## config.mk

```make
export PLATFORM = sky130hd
export DESIGN_NAME = vslide_seq_flat
export DESIGN_NICKNAME = d
export VERILOG_FILES = /design/src/rtl/vslide_seq_if.sv /design/src/rtl/vslide_seq.sv /design/src/flat_wrapper.sv
export SDC_FILE = /design/constraint.sdc
export NUM_CORES = 1
export LEC_CHECK = 0
export BUFFER_PORTS_ARGS = -buffer_cell sky130_fd_sc_hd__buf_2
export CAP_MARGIN = 20
export CORE_ASPECT_RATIO = 0.9
export CORE_MARGIN = 5
export CORE_UTILIZATION = 40
export CTS_BUF_LIST = sky130_fd_sc_hd__clkbuf_16
export CTS_CLUSTER_SIZE = 28
export DETAILED_ROUTE_END_ITERATION = 16
export PLACE_DENSITY_LB_ADDON = 0.3
export SLEW_MARGIN = 20
export SYNTH_ARGS = -nofsm -noshare
export SYNTH_HDL_FRONTEND = slang
export SYNTH_SLANG_ARGS = --single-unit
```

## constraint.sdc

```tcl
create_clock -name clk -period 3.5 [get_ports clk]
set_input_delay 0.175 -clock clk [delete_from_list [all_inputs] [get_ports clk]]
set_output_delay 0.175 -clock clk [all_outputs]
set_load 0.05 [all_outputs]
```

## src/rtl/vslide_seq_if.sv

```systemverilog
// Bus interfaces of the vector slide issue sequencer.
//   vslide_cmd_if : command handshake plus busy/done status.
//                   master = command issuer, slave = sequencer.
//   vslide_rd_if  : VRF read request/response port.
//                   master = sequencer, slave = VRF.
//   vslide_out_if : chunk stream to the slide datapath (no backpressure).
//                   master = sequencer, slave = slide datapath.

interface vslide_cmd_if #(
    parameter int ADDR_WIDTH = 32,
    parameter int VL_WIDTH   = 11,
    parameter int SEW_WIDTH  = 2,
    parameter int DATA_WIDTH = 64
);
    logic                  cmd_valid;
    logic                  cmd_ready;
    logic [ADDR_WIDTH-1:0] cmd_vs2_addr;
    logic [ADDR_WIDTH-1:0] cmd_vd_addr;
    logic [VL_WIDTH-1:0]   cmd_vl;
    logic [SEW_WIDTH-1:0]  cmd_sew;
    logic                  cmd_opSel;
    logic                  cmd_insert;
    logic [DATA_WIDTH-1:0] cmd_scalar;
    logic                  busy;
    logic                  done;

    modport master (
        output cmd_valid, cmd_vs2_addr, cmd_vd_addr, cmd_vl, cmd_sew,
               cmd_opSel, cmd_insert, cmd_scalar,
        input  cmd_ready, busy, done
    );
    modport slave (
        input  cmd_valid, cmd_vs2_addr, cmd_vd_addr, cmd_vl, cmd_sew,
               cmd_opSel, cmd_insert, cmd_scalar,
        output cmd_ready, busy, done
    );
endinterface

interface vslide_rd_if #(
    parameter int ADDR_WIDTH = 32,
    parameter int DATA_WIDTH = 64
);
    logic                  rd_req_valid;
    logic [ADDR_WIDTH-1:0] rd_req_addr;
    logic                  rd_req_ready;
    logic                  rd_resp_valid;
    logic [DATA_WIDTH-1:0] rd_resp_data;

    modport master (
        output rd_req_valid, rd_req_addr,
        input  rd_req_ready, rd_resp_valid, rd_resp_data
    );
    modport slave (
        input  rd_req_valid, rd_req_addr,
        output rd_req_ready, rd_resp_valid, rd_resp_data
    );
endinterface

interface vslide_out_if #(
    parameter int ADDR_WIDTH = 32,
    parameter int DATA_WIDTH = 64,
    parameter int SEW_WIDTH  = 2,
    parameter int BE_WIDTH   = 8
);
    logic                  out_valid;
    logic [DATA_WIDTH-1:0] out_vec0;
    logic [DATA_WIDTH-1:0] out_vec1;
    logic [SEW_WIDTH-1:0]  out_sew;
    logic                  out_start;
    logic                  out_end;
    logic                  out_opSel;
    logic                  out_insert;
    logic [ADDR_WIDTH-1:0] out_addr;
    logic [BE_WIDTH-1:0]   out_be;

    modport master (
        output out_valid, out_vec0, out_vec1, out_sew, out_start, out_end,
               out_opSel, out_insert, out_addr, out_be
    );
    modport slave (
        input  out_valid, out_vec0, out_vec1, out_sew, out_start, out_end,
               out_opSel, out_insert, out_addr, out_be
    );
endinterface

```

## src/rtl/vslide_seq.sv

```systemverilog
// Issue-side sequencer for the vector slide unit.
// Accepts one slide command, reads the source register group chunk by chunk
// from the VRF and forwards each returned chunk, one cycle after the response,
// with start/end/byte-enable/destination-address qualifiers.
// Ports:
//   clk, rst : clock, synchronous active-high reset
//   cmd      : command handshake + busy/done status (slave side)
//   rd       : VRF read request/response port (master side)
//   out      : chunk stream to the slide datapath (master side, no backpressure)

module vslide_seq #(
    parameter int DATA_WIDTH      = 64,
    parameter int ADDR_WIDTH      = 32,
    parameter int VL_WIDTH        = 11,
    parameter int SEW_WIDTH       = 2,
    parameter int BE_WIDTH        = 8,
    parameter int MAX_OUTSTANDING = 4
) (
    input  logic         clk,
    input  logic         rst,
    vslide_cmd_if.slave  cmd,
    vslide_rd_if.master  rd,
    vslide_out_if.master out
);

    // Byte count needs 3 extra bits (vl << 3 at SEW 64); the chunk count fits in VL_WIDTH.
    localparam int CNT_W  = VL_WIDTH;
    localparam int NB_W   = VL_WIDTH + 3;
    localparam int PTR_W  = $clog2(MAX_OUTSTANDING);
    localparam int OCNT_W = PTR_W + 1;

    typedef enum logic [1:0] {S_IDLE, S_ISSUE, S_DRAIN, S_DONE} state_e;

    typedef struct packed {
        logic             first;
        logic             last;
        logic [CNT_W-1:0] idx;
    } meta_t;

    function automatic logic [DATA_WIDTH-1:0] replicate(
        input logic [DATA_WIDTH-1:0] s,
        input logic [SEW_WIDTH-1:0]  sew
    );
        case (sew)
            2'd0:    return {8{s[7:0]}};
            2'd1:    return {4{s[15:0]}};
            2'd2:    return {2{s[31:0]}};
            default: return s;
        endcase
    endfunction

    state_e                state_q, state_d;
    logic [ADDR_WIDTH-1:0] vs2_q, vs2_d;
    logic [ADDR_WIDTH-1:0] vd_q, vd_d;
    logic [SEW_WIDTH-1:0]  sew_q, sew_d;
    logic                  opsel_q, opsel_d;
    logic                  insert_q, insert_d;
    logic [DATA_WIDTH-1:0] vec1_q, vec1_d;
    logic [CNT_W-1:0]      n_q, n_d;
    logic [2:0]            tail_q, tail_d;
    logic [CNT_W-1:0]      issue_idx_q, issue_idx_d;
    logic [OCNT_W-1:0]     outst_q, outst_d;
    logic [PTR_W-1:0]      wr_ptr_q, wr_ptr_d;
    logic [PTR_W-1:0]      rd_ptr_q, rd_ptr_d;

    logic                  ov_q, ov_d;
    logic [DATA_WIDTH-1:0] ovec0_q, ovec0_d;
    logic [DATA_WIDTH-1:0] ovec1_q, ovec1_d;
    logic [SEW_WIDTH-1:0]  osew_q, osew_d;
    logic                  ostart_q, ostart_d;
    logic                  oend_q, oend_d;
    logic                  oopsel_q, oopsel_d;
    logic                  oinsert_q, oinsert_d;
    logic [ADDR_WIDTH-1:0] oaddr_q, oaddr_d;
    logic [BE_WIDTH-1:0]   obe_q, obe_d;

    meta_t meta_mem [MAX_OUTSTANDING];
    meta_t head;

    logic [NB_W-1:0]  nbytes;
    logic [NB_W-1:0]  nb_round;
    logic [CNT_W-1:0] nchunks;
    logic             accept;
    logic             req_fire;
    logic             pop;

    assign nbytes   = NB_W'(cmd.cmd_vl) << cmd.cmd_sew;
    assign nb_round = nbytes + NB_W'(7);
    assign nchunks  = CNT_W'(nb_round >> 3);

    assign cmd.cmd_ready = (state_q == S_IDLE);
    assign cmd.busy      = (state_q != S_IDLE);
    assign cmd.done      = (state_q == S_DONE);
    assign accept        = cmd.cmd_valid && (state_q == S_IDLE);

    assign rd.rd_req_valid = (state_q == S_ISSUE) && (outst_q < OCNT_W'(MAX_OUTSTANDING));
    assign rd.rd_req_addr  = vs2_q + ADDR_WIDTH'(issue_idx_q);
    assign req_fire        = rd.rd_req_valid && rd.rd_req_ready;

    // Responses with nothing outstanding (protocol error, or stale data after a
    // reset) must not pop the FIFO or produce a beat.
    assign pop  = rd.rd_resp_valid && (outst_q != '0) && (state_q != S_IDLE);
    assign head = meta_mem[rd_ptr_q];

    // NOTE: every variable gets its default first, so no path leaves one
    // unassigned and no latch is inferred.
    always_comb begin
        state_d     = state_q;
        vs2_d       = vs2_q;
        vd_d        = vd_q;
        sew_d       = sew_q;
        opsel_d     = opsel_q;
        insert_d    = insert_q;
        vec1_d      = vec1_q;
        n_d         = n_q;
        tail_d      = tail_q;
        issue_idx_d = issue_idx_q;
        wr_ptr_d    = wr_ptr_q;
        rd_ptr_d    = rd_ptr_q;
        outst_d     = outst_q;

        // Output stage: every qualifier is zero on cycles without a beat.
        ov_d      = pop;
        ovec0_d   = pop ? rd.rd_resp_data : '0;
        ovec1_d   = pop ? vec1_q : '0;
        osew_d    = pop ? sew_q : '0;
        ostart_d  = pop && head.first;
        oend_d    = pop && head.last;
        oopsel_d  = pop && opsel_q;
        oinsert_d = pop && insert_q;
        oaddr_d   = pop ? (vd_q + ADDR_WIDTH'(head.idx)) : '0;
        obe_d     = '0;
        if (pop) begin
            obe_d = (head.last && (tail_q != 3'd0)) ? ~({BE_WIDTH{1'b1}} << tail_q)
                                                    : {BE_WIDTH{1'b1}};
        end

        if (req_fire) begin
            wr_ptr_d    = wr_ptr_q + 1'b1;
            issue_idx_d = issue_idx_q + 1'b1;
        end
        if (pop) begin
            rd_ptr_d = rd_ptr_q + 1'b1;
        end
        // Request and response in the same cycle cancel out.
        case ({req_fire, pop})
            2'b10:   outst_d = outst_q + 1'b1;
            2'b01:   outst_d = outst_q - 1'b1;
            default: outst_d = outst_q;
        endcase

        case (state_q)
            S_IDLE: begin
                if (accept) begin
                    vs2_d       = cmd.cmd_vs2_addr;
                    vd_d        = cmd.cmd_vd_addr;
                    sew_d       = cmd.cmd_sew;
                    opsel_d     = cmd.cmd_opSel;
                    insert_d    = cmd.cmd_insert;
                    vec1_d      = cmd.cmd_insert ? replicate(cmd.cmd_scalar, cmd.cmd_sew) : '0;
                    n_d         = nchunks;
                    tail_d      = nbytes[2:0];
                    issue_idx_d = '0;
                    state_d     = (cmd.cmd_vl == '0) ? S_DONE : S_ISSUE;
                end
            end
            S_ISSUE: begin
                if (req_fire && (issue_idx_q == n_q - CNT_W'(1))) begin
                    state_d = S_DRAIN;
                end
            end
            S_DRAIN: begin
                // Completion is the cycle the last beat is on the output.
                if (ov_q && oend_q) begin
                    state_d = S_DONE;
                end
            end
            default: begin
                state_d = S_IDLE;
            end
        endcase
    end

    // NOTE: sequential state uses non-blocking assignments so every register
    // samples the pre-edge values regardless of statement order.
    always_ff @(posedge clk) begin
        if (rst) begin
            state_q     <= S_IDLE;
            vs2_q       <= '0;
            vd_q        <= '0;
            sew_q       <= '0;
            opsel_q     <= 1'b0;
            insert_q    <= 1'b0;
            vec1_q      <= '0;
            n_q         <= '0;
            tail_q      <= '0;
            issue_idx_q <= '0;
            outst_q     <= '0;
            wr_ptr_q    <= '0;
            rd_ptr_q    <= '0;
            ov_q        <= 1'b0;
            ovec0_q     <= '0;
            ovec1_q     <= '0;
            osew_q      <= '0;
            ostart_q    <= 1'b0;
            oend_q      <= 1'b0;
            oopsel_q    <= 1'b0;
            oinsert_q   <= 1'b0;
            oaddr_q     <= '0;
            obe_q       <= '0;
        end else begin
            state_q     <= state_d;
            vs2_q       <= vs2_d;
            vd_q        <= vd_d;
            sew_q       <= sew_d;
            opsel_q     <= opsel_d;
            insert_q    <= insert_d;
            vec1_q      <= vec1_d;
            n_q         <= n_d;
            tail_q      <= tail_d;
            issue_idx_q <= issue_idx_d;
            outst_q     <= outst_d;
            wr_ptr_q    <= wr_ptr_d;
            rd_ptr_q    <= rd_ptr_d;
            ov_q        <= ov_d;
            ovec0_q     <= ovec0_d;
            ovec1_q     <= ovec1_d;
            osew_q      <= osew_d;
            ostart_q    <= ostart_d;
            oend_q      <= oend_d;
            oopsel_q    <= oopsel_d;
            oinsert_q   <= oinsert_d;
            oaddr_q     <= oaddr_d;
            obe_q       <= obe_d;
        end
    end

    // NOTE: the metadata storage is not reset; clearing the pointers and the
    // outstanding count makes any stale entry unreachable.
    always_ff @(posedge clk) begin
        if (req_fire) begin
            meta_mem[wr_ptr_q] <= '{first: (issue_idx_q == '0),
                                    last:  (issue_idx_q == n_q - CNT_W'(1)),
                                    idx:   issue_idx_q};
        end
    end

    assign out.out_valid  = ov_q;
    assign out.out_vec0   = ovec0_q;
    assign out.out_vec1   = ovec1_q;
    assign out.out_sew    = osew_q;
    assign out.out_start  = ostart_q;
    assign out.out_end    = oend_q;
    assign out.out_opSel  = oopsel_q;
    assign out.out_insert = oinsert_q;
    assign out.out_addr   = oaddr_q;
    assign out.out_be     = obe_q;

endmodule

```

## src/flat_wrapper.sv

```systemverilog
// flat-port wrapper written by rule: the top's interface ports become plain ports
module vslide_seq_flat 
#(
    parameter int DATA_WIDTH      = 64,
    parameter int ADDR_WIDTH      = 32,
    parameter int VL_WIDTH        = 11,
    parameter int SEW_WIDTH       = 2,
    parameter int BE_WIDTH        = 8,
    parameter int MAX_OUTSTANDING = 4
)
  (clk, rst, cmd_cmd_valid, cmd_cmd_vs2_addr, cmd_cmd_vd_addr, cmd_cmd_vl, cmd_cmd_sew, cmd_cmd_opSel, cmd_cmd_insert, cmd_cmd_scalar, cmd_cmd_ready, cmd_busy, cmd_done, rd_rd_req_valid, rd_rd_req_addr, rd_rd_req_ready, rd_rd_resp_valid, rd_rd_resp_data, out_out_valid, out_out_vec0, out_out_vec1, out_out_sew, out_out_start, out_out_end, out_out_opSel, out_out_insert, out_out_addr, out_out_be);
  vslide_cmd_if #(.ADDR_WIDTH(ADDR_WIDTH), .VL_WIDTH(VL_WIDTH), .SEW_WIDTH(SEW_WIDTH), .DATA_WIDTH(DATA_WIDTH)) cmd_i ();
  vslide_rd_if #(.ADDR_WIDTH(ADDR_WIDTH), .DATA_WIDTH(DATA_WIDTH)) rd_i ();
  vslide_out_if #(.ADDR_WIDTH(ADDR_WIDTH), .DATA_WIDTH(DATA_WIDTH), .SEW_WIDTH(SEW_WIDTH), .BE_WIDTH(BE_WIDTH)) out_i ();
  input  logic clk;
  input  logic rst;
  input wire logic [$bits(cmd_i.cmd_valid)-1:0] cmd_cmd_valid;
  input wire logic [$bits(cmd_i.cmd_vs2_addr)-1:0] cmd_cmd_vs2_addr;
  input wire logic [$bits(cmd_i.cmd_vd_addr)-1:0] cmd_cmd_vd_addr;
  input wire logic [$bits(cmd_i.cmd_vl)-1:0] cmd_cmd_vl;
  input wire logic [$bits(cmd_i.cmd_sew)-1:0] cmd_cmd_sew;
  input wire logic [$bits(cmd_i.cmd_opSel)-1:0] cmd_cmd_opSel;
  input wire logic [$bits(cmd_i.cmd_insert)-1:0] cmd_cmd_insert;
  input wire logic [$bits(cmd_i.cmd_scalar)-1:0] cmd_cmd_scalar;
  output wire logic [$bits(cmd_i.cmd_ready)-1:0] cmd_cmd_ready;
  output wire logic [$bits(cmd_i.busy)-1:0] cmd_busy;
  output wire logic [$bits(cmd_i.done)-1:0] cmd_done;
  output wire logic [$bits(rd_i.rd_req_valid)-1:0] rd_rd_req_valid;
  output wire logic [$bits(rd_i.rd_req_addr)-1:0] rd_rd_req_addr;
  input wire logic [$bits(rd_i.rd_req_ready)-1:0] rd_rd_req_ready;
  input wire logic [$bits(rd_i.rd_resp_valid)-1:0] rd_rd_resp_valid;
  input wire logic [$bits(rd_i.rd_resp_data)-1:0] rd_rd_resp_data;
  output wire logic [$bits(out_i.out_valid)-1:0] out_out_valid;
  output wire logic [$bits(out_i.out_vec0)-1:0] out_out_vec0;
  output wire logic [$bits(out_i.out_vec1)-1:0] out_out_vec1;
  output wire logic [$bits(out_i.out_sew)-1:0] out_out_sew;
  output wire logic [$bits(out_i.out_start)-1:0] out_out_start;
  output wire logic [$bits(out_i.out_end)-1:0] out_out_end;
  output wire logic [$bits(out_i.out_opSel)-1:0] out_out_opSel;
  output wire logic [$bits(out_i.out_insert)-1:0] out_out_insert;
  output wire logic [$bits(out_i.out_addr)-1:0] out_out_addr;
  output wire logic [$bits(out_i.out_be)-1:0] out_out_be;
  assign cmd_i.cmd_valid = cmd_cmd_valid;
  assign cmd_i.cmd_vs2_addr = cmd_cmd_vs2_addr;
  assign cmd_i.cmd_vd_addr = cmd_cmd_vd_addr;
  assign cmd_i.cmd_vl = cmd_cmd_vl;
  assign cmd_i.cmd_sew = cmd_cmd_sew;
  assign cmd_i.cmd_opSel = cmd_cmd_opSel;
  assign cmd_i.cmd_insert = cmd_cmd_insert;
  assign cmd_i.cmd_scalar = cmd_cmd_scalar;
  assign cmd_cmd_ready = cmd_i.cmd_ready;
  assign cmd_busy = cmd_i.busy;
  assign cmd_done = cmd_i.done;
  assign rd_rd_req_valid = rd_i.rd_req_valid;
  assign rd_rd_req_addr = rd_i.rd_req_addr;
  assign rd_i.rd_req_ready = rd_rd_req_ready;
  assign rd_i.rd_resp_valid = rd_rd_resp_valid;
  assign rd_i.rd_resp_data = rd_rd_resp_data;
  assign out_out_valid = out_i.out_valid;
  assign out_out_vec0 = out_i.out_vec0;
  assign out_out_vec1 = out_i.out_vec1;
  assign out_out_sew = out_i.out_sew;
  assign out_out_start = out_i.out_start;
  assign out_out_end = out_i.out_end;
  assign out_out_opSel = out_i.out_opSel;
  assign out_out_insert = out_i.out_insert;
  assign out_out_addr = out_i.out_addr;
  assign out_out_be = out_i.out_be;
  vslide_seq #(.DATA_WIDTH(DATA_WIDTH), .ADDR_WIDTH(ADDR_WIDTH), .VL_WIDTH(VL_WIDTH), .SEW_WIDTH(SEW_WIDTH), .BE_WIDTH(BE_WIDTH), .MAX_OUTSTANDING(MAX_OUTSTANDING)) u_core (.clk(clk), .rst(rst), .cmd(cmd_i), .rd(rd_i), .out(out_i));
endmodule
```

### After elaboration in Yosys (flattened, before gate mapping)

Memory sizes are Yosys's and may differ from the RTL's. A register that Yosys moved wholly into a read port is not among the register bits.
Index checks and enable logic that the tools add are counted.

| operators by class | value |
|---|---|
| reductions and logical operators | 23 |
| eq/ne operators | 11 |
| shift-type cells | 2 |
| bitwise operators | 2 |
| multiplexer cells | 16 |
| $add $sub $neg | 9 |
| $lt $le $gt $ge | 1 |

Operators by type and width:

| cell | count |
|---|---|
| 64-bit case mux with 3 select lines | 1 |
| 32-bit by 11-bit adder with 32-bit output | 2 |
| 64-bit 2-to-1 mux | 1 |
| 11-bit 2-to-1 mux | 3 |
| 11-bit zero test | 2 |
| 14-bit by 3-bit adder with 14-bit output, second input constant | 1 |
| 11-bit by 2-bit << shifter with 14-bit output | 1 |
| 1-bit logical AND | 12 |
| 2-bit 2-to-1 mux | 6 |
| 11-bit by 1-bit adder with 11-bit output, second input constant | 1 |
| 11-bit equality test | 1 |
| 11-bit by 1-bit subtractor with 11-bit output, second input constant | 1 |
| 2-bit equality test, second input constant | 4 |
| 8-bit 2-to-1 mux | 1 |
| 8-bit inverter | 1 |
| 8-bit by 3-bit << shifter with 8-bit output, first input constant | 1 |
| 2-bit by 1-bit equality test with 1-bit output, second input constant | 3 |
| 2-bit case mux with 3 select lines | 1 |
| 3-bit case mux with 2 select lines | 1 |
| 3-bit nonzero test | 2 |
| 2-bit by 1-bit adder with 2-bit output, second input constant | 2 |
| 2-bit zero test | 2 |
| 2-bit by 1-bit inequality test with 1-bit output, second input constant | 2 |
| 2-bit nonzero test | 2 |
| 9 further kinds | 10 |

| word-level totals | value |
|---|---|
| word-level logic and storage cells | 88 |
| flip-flop bits (word level) | 341 |
| memories kept | 1 |
| RAM bits | 52 |

Memory list:

| name | depth | bits a word | rd ports | clocked after Yosys merged registers in | write ports | RTL line | RTL |
|---|---|---|---|---|---|---|---|
| u_core.meta_mem | 4 | 13 | 1 | 1 | 1 | vslide_seq.sv:77 | `meta_t meta_mem [MAX_OUTSTANDING];` |

### Longest topological paths before layout

| depth | value |
|---|---|
| word-level depth | 6 |
| mapped depth | 12 |

### Worst setup path after synthesis

No wires, ideal clock.

| path | value |
|---|---|
| path kind | register -> register |
| from | reg (tool-made name) |
| to | reg u_core.oaddr_q[22], in the netlist u_core.out.out_addr[22] |
| required time | 3372 ps |
| arrival time | 3237 ps |
| buffers on the path | 1 |
| stages on the path, launching flop included | 11 |
| library setup time | 128 ps |
| period minus slack after synthesis | 3365 ps |
| setup slack | 135 ps |
| cells stage by stage | dfxtp_1 > buf_1 > mux4_2 > ha_1 > nor2b_1 > o21a_1 > o21ai_0 > a211o_1 > a2111oi_0 > xnor2_1 > nor2_1 |

RTL lines:

| what | RTL line | RTL |
|---|---|---|
| end signal, assigned | vslide_seq.sv:233 | `oaddr_q <= oaddr_d;` |
| end, declared | vslide_seq.sv:74 | `logic [ADDR_WIDTH-1:0] oaddr_q, oaddr_d;` |

### Worst setup path after layout

| path | value |
|---|---|
| from | reg u_core.issue_idx_q[0] |
| to | out rd_rd_req_addr[30] |

| on the way | value |
|---|---|
| longest elaborated chain between the ends | 1 |

Ends and longest elaborated chain:

| what | RTL line | RTL |
|---|---|---|
| start, declared | vslide_seq.sv:61 | `logic [CNT_W-1:0] issue_idx_q, issue_idx_d;` |
| start signal, assigned | vslide_seq.sv:221 | `issue_idx_q <= issue_idx_d;` |
| 32-bit by 11-bit adder with 32-bit output | vslide_seq.sv:97 | `assign rd.rd_req_addr = vs2_q + ADDR_WIDTH'(issue_idx_q);` |
| end, declared | flat_wrapper.sv:29 | `output wire logic [$bits(rd_i.rd_req_addr)-1:0] rd_rd_req_addr;` |

No other way between the ends.

==> implementation parameters <==
Parameter                              Value

Timing
  Final period demand of the worst path    3298 ps
  Maximum clock skew at final layout    25.51 ps
  Setup repair after global routing missed its margin    true
  Highest clock rate    0.3032 GHz
  Headroom to the max-slew limit    40.94%
  Fin. max-slew vios    0
  Worst path setup slack after routing    202.2 ps
  Actual transition at the worst max-transition pin    885.9 ps
  Fin. Hold Viols    0
  Period utilisation layout    94.22%
  Setup-violating endpoint count in the final report    0

Floorplan
  Std-Cell Core Area    39200 µm²
  Starting density of the core    40.18%
  Floorplan die area    43450 µm²
  Num rows    69
  Die Y    198.2 µm
  Width of the chip    219.2 µm
  Boundary pin count    423

Global routing
  Number of global-route vias before repair    13770
  Antenna violations before repair    13
  Maximum number of pins on one net before global-route repair    79
  Global Route Usage Sum    21.59%
  Total gr overflow    0
  Wire length of the first global-routing pass    75000 µm

Worst setup path
  WS Path Type    flip-flop to primary output
  Startpoint class of the critical path    flip-flop
  Crit path arrival time    3120 ps
  Reg2reg path depth    9
  Data required time at the worst endpoint    3320 ps
  Crit Path Max Fanout    10
  Capturing element type of the critical path    primary output
  Worst setup slack for register-to-register paths    320 ps
  R2R Path End    u_core.out.out_addr[22]

Cells and area
  Leading cell type in the layout, fill and taps excluded    sky130_fd_sc_hd__buf_2
  Most used cells in the layout excluding fill and tap cells    414 x sky130_fd_sc_hd__buf_2, 341 x sky130_fd_sc_hd__dfxtp_1, 237 x sky130_fd_sc_hd__nand2_1
  Layout Area Growth over Synthesis    37.90%
  Number of nets at the end of the flow    2430
  Layout cell share with drive strength beyond 1    24.83%
  Finished Layout Cells    2755

Synth
  Combined area of all synthesized cells    15750 µm²
  Top_reg_cell synth    sky130_fd_sc_hd__dfxtp_1
  Number of flops mapped to enable cells by yosys    52
  Portion of synthesized cell area occupied by the leading cell type    43.60%
  Main area contributors after synthesis    sky130_fd_sc_hd__dfxtp_1 44%, sky130_fd_sc_hd__edfxtp_1 9.9%, sky130_fd_sc_hd__nand2_1 5.7%
  Synthesized Nets    1827
  Yosys warning count    0
  Most area-hungry cell type in the Yosys netlist    sky130_fd_sc_hd__dfxtp_1
  Share of flip-flops with an asynchronous set or reset    0%
  Post-synthesis sequential element count    395
  Average size of a mapped cell    9.987 µm²
  Gate count after technology mapping    1577
  Unique masters post-synth    68
  Proportion of synthesized chip area in sequential cells    53.52%

Drt
  Number of vias in the routed layout    13537
  Detailed-route vias per instance    4.914
  Final ANT Viol Nets    0
  DR iter-0 viols    799
  Detailed-routing iteration count for the pre-antenna-repair pass    4
  DRC errors left    0
  DR WL/cell    17.50 µm
  Total length of routed wires    48210 µm

Clock network
  Later-pin clock latency in the skew report    560 ps
  Register clock-pin slew on the reported worst setup and hold paths    60 ps
  TritonCTS sink count    395
  Clock H-tree levels    2
  Root buffer selected by CTS    sky130_fd_sc_hd__clkbuf_16
  Setup Buffers After CTS    0
  TritonCTS clock tree    yes
  TritonCTS Buffers    40
  CTS max path bufs    3

Worst hold path
  Number of cells on the worst hold path    2
  Destination of the worst hold path    u_core.rd_ptr_q[0]
  Worst hold path type    primary input to flip-flop
  Beginning of the worst hold path    rst

Run status
  Status    complete, no violations

Placement
  Port bufs    422
  Placement Setup Slack    -10.23 ps
  Dpl hpwl    32960 µm
  Placer congestion estimate    0.8399
  Instance count after placement with tap cells included    2476

Power and ir drop
  Cell leakage power    9.678 nW
  Total power draw    12.26 mW
  Power per cell area    564.6 nW/µm²
  Maximum vdd ir drop    0.4160 mV

Job
  Max_cap viols    0
-- cells by family after synthesis --
logic type / count (synthesis) / synth area share (%)
AOI/OAI and AO/OA: 260 / 10.48
xor gates and xnor gates: 86 / 4.783
adders and majority gates: 38 / 3.162
buffers and inverters: 114 / 2.836
DFF: 395 / 53.52
muxes: 67 / 5.633
and+or+nand+nor: 617 / 19.59
-- timing repair --
action,in CTS,in global routing
setup endpoints to repair,3,27
endpoints found under the hold margin,187,0
pin swaps,0,1
resized for setup,1,17
hold buffers,194,0
-- metal layers --
metal / track usage [%] / routed length (µm)
met1: 26.43 / 20180
met3: 4.235 / 2746
met4: 9.767 / 1927
met5: 0 / 21
met2: 36.98 / 23340
-- cell usage after synthesis, drive strengths merged, types with 19 or more instances --
| master | n |
|---|---|
| dfxtp | 343 |
| nand2 | 238 |
| and2 | 138 |
| a21oi | 105 |
| nor2 | 90 |
| clkbuf | 69 |
| edfxtp | 52 |
| o21ai | 50 |
| mux2i | 47 |
| xnor2 | 44 |
| xor2 | 42 |
| a22o | 40 |
| ha | 35 |
| inv | 31 |
| nand2b | 25 |
| nor3 | 19 |
-- state kept, by name, indices dropped and copies added, names as in the netlist, 3 cells and up, named ones only --
register / count
u_core.n_q: 11
u_core.out.out_vec1: 64
u_core.tail_q: 3
u_core.vs2_q: 32
u_core.outst_q: 3
u_core.vec1_q: 64
u_core.issue_idx_q: 11
u_core.vd_q: 32
u_core.meta_mem: 52
u_core.out.out_vec0: 64
u_core.out.out_be: 8
u_core.out.out_addr: 32
-- final cells by class --
| cell class | instances | area [µm²] |
|---|---|---|
| Multi-Input combinational cell | 1068 | 6909 |
| Clock inverter | 31 | 203.9 |
| Fill cell | 3391 | 17480 |
| Sequential cell | 395 | 8431 |
| Tap cell | 532 | 665.6 |
| Antenna cell | 12 | 30.03 |
| Inverter | 31 | 117.6 |
| Clock buffer | 42 | 1051 |
| Timing Repair Buffer | 644 | 4309 |
-- critical path, cell delays in order (launching register included) --
cell and delay [ps]:
sky130_fd_sc_hd__dfxtp_1 340, sky130_fd_sc_hd__ha_1 170, sky130_fd_sc_hd__inv_1 50, sky130_fd_sc_hd__fa_1 390, sky130_fd_sc_hd__nor2b_1 130, sky130_fd_sc_hd__o21a_1 130
sky130_fd_sc_hd__o21ai_0 110, sky130_fd_sc_hd__a21oi_1 230, sky130_fd_sc_hd__o21ai_1 100, sky130_fd_sc_hd__buf_4 190, sky130_fd_sc_hd__nor4bb_4 300, sky130_fd_sc_hd__xor2_1 200
sky130_fd_sc_hd__buf_4 230
-- where the power goes --
part / switching [mW] / internal (mW)
Sequential: 0.294 / 4.95
Clock: 1.78 / 2.33
Combinational: 1.83 / 1.09
-- stage by stage --
step | TNS [ps] | hold WS (ps) | util [%] | instance area (µm²)
final | 0 | 55.90 | 55.41 | 21720
after global routing | -294.4 | 58.05 | 55.40 | 21710
after CTS | 0 | 14.17 | 55.23 | 21650
after detailed placement | -10.23 | 376.6 | 47.07 | 18450
after global placement | 0 | 375.0 | 47.07 | 18450
after floorplan | 0 | 296.7 | - | 15750
-- worst max path at each step --
stage | slack [ps] | end | from
6_report | 200 | rd_rd_req_addr[30] | u_core.issue_idx_q[0]
5_1_grt | -100 | rd_rd_req_addr[28] | u_core.issue_idx_q[0]
4_1_cts | 7 | u_core.out.out_addr[11] | flip-flop
3_5_place_dp | -10 | u_core.out.out_addr[11] | flip-flop
3_3_place_gp | 80 | u_core.out.out_addr[11] | flip-flop
2_1_floorplan | 140 | u_core.out.out_addr[22] | flip-flop
Note: power is estimated with default switching activity, not from simulation.
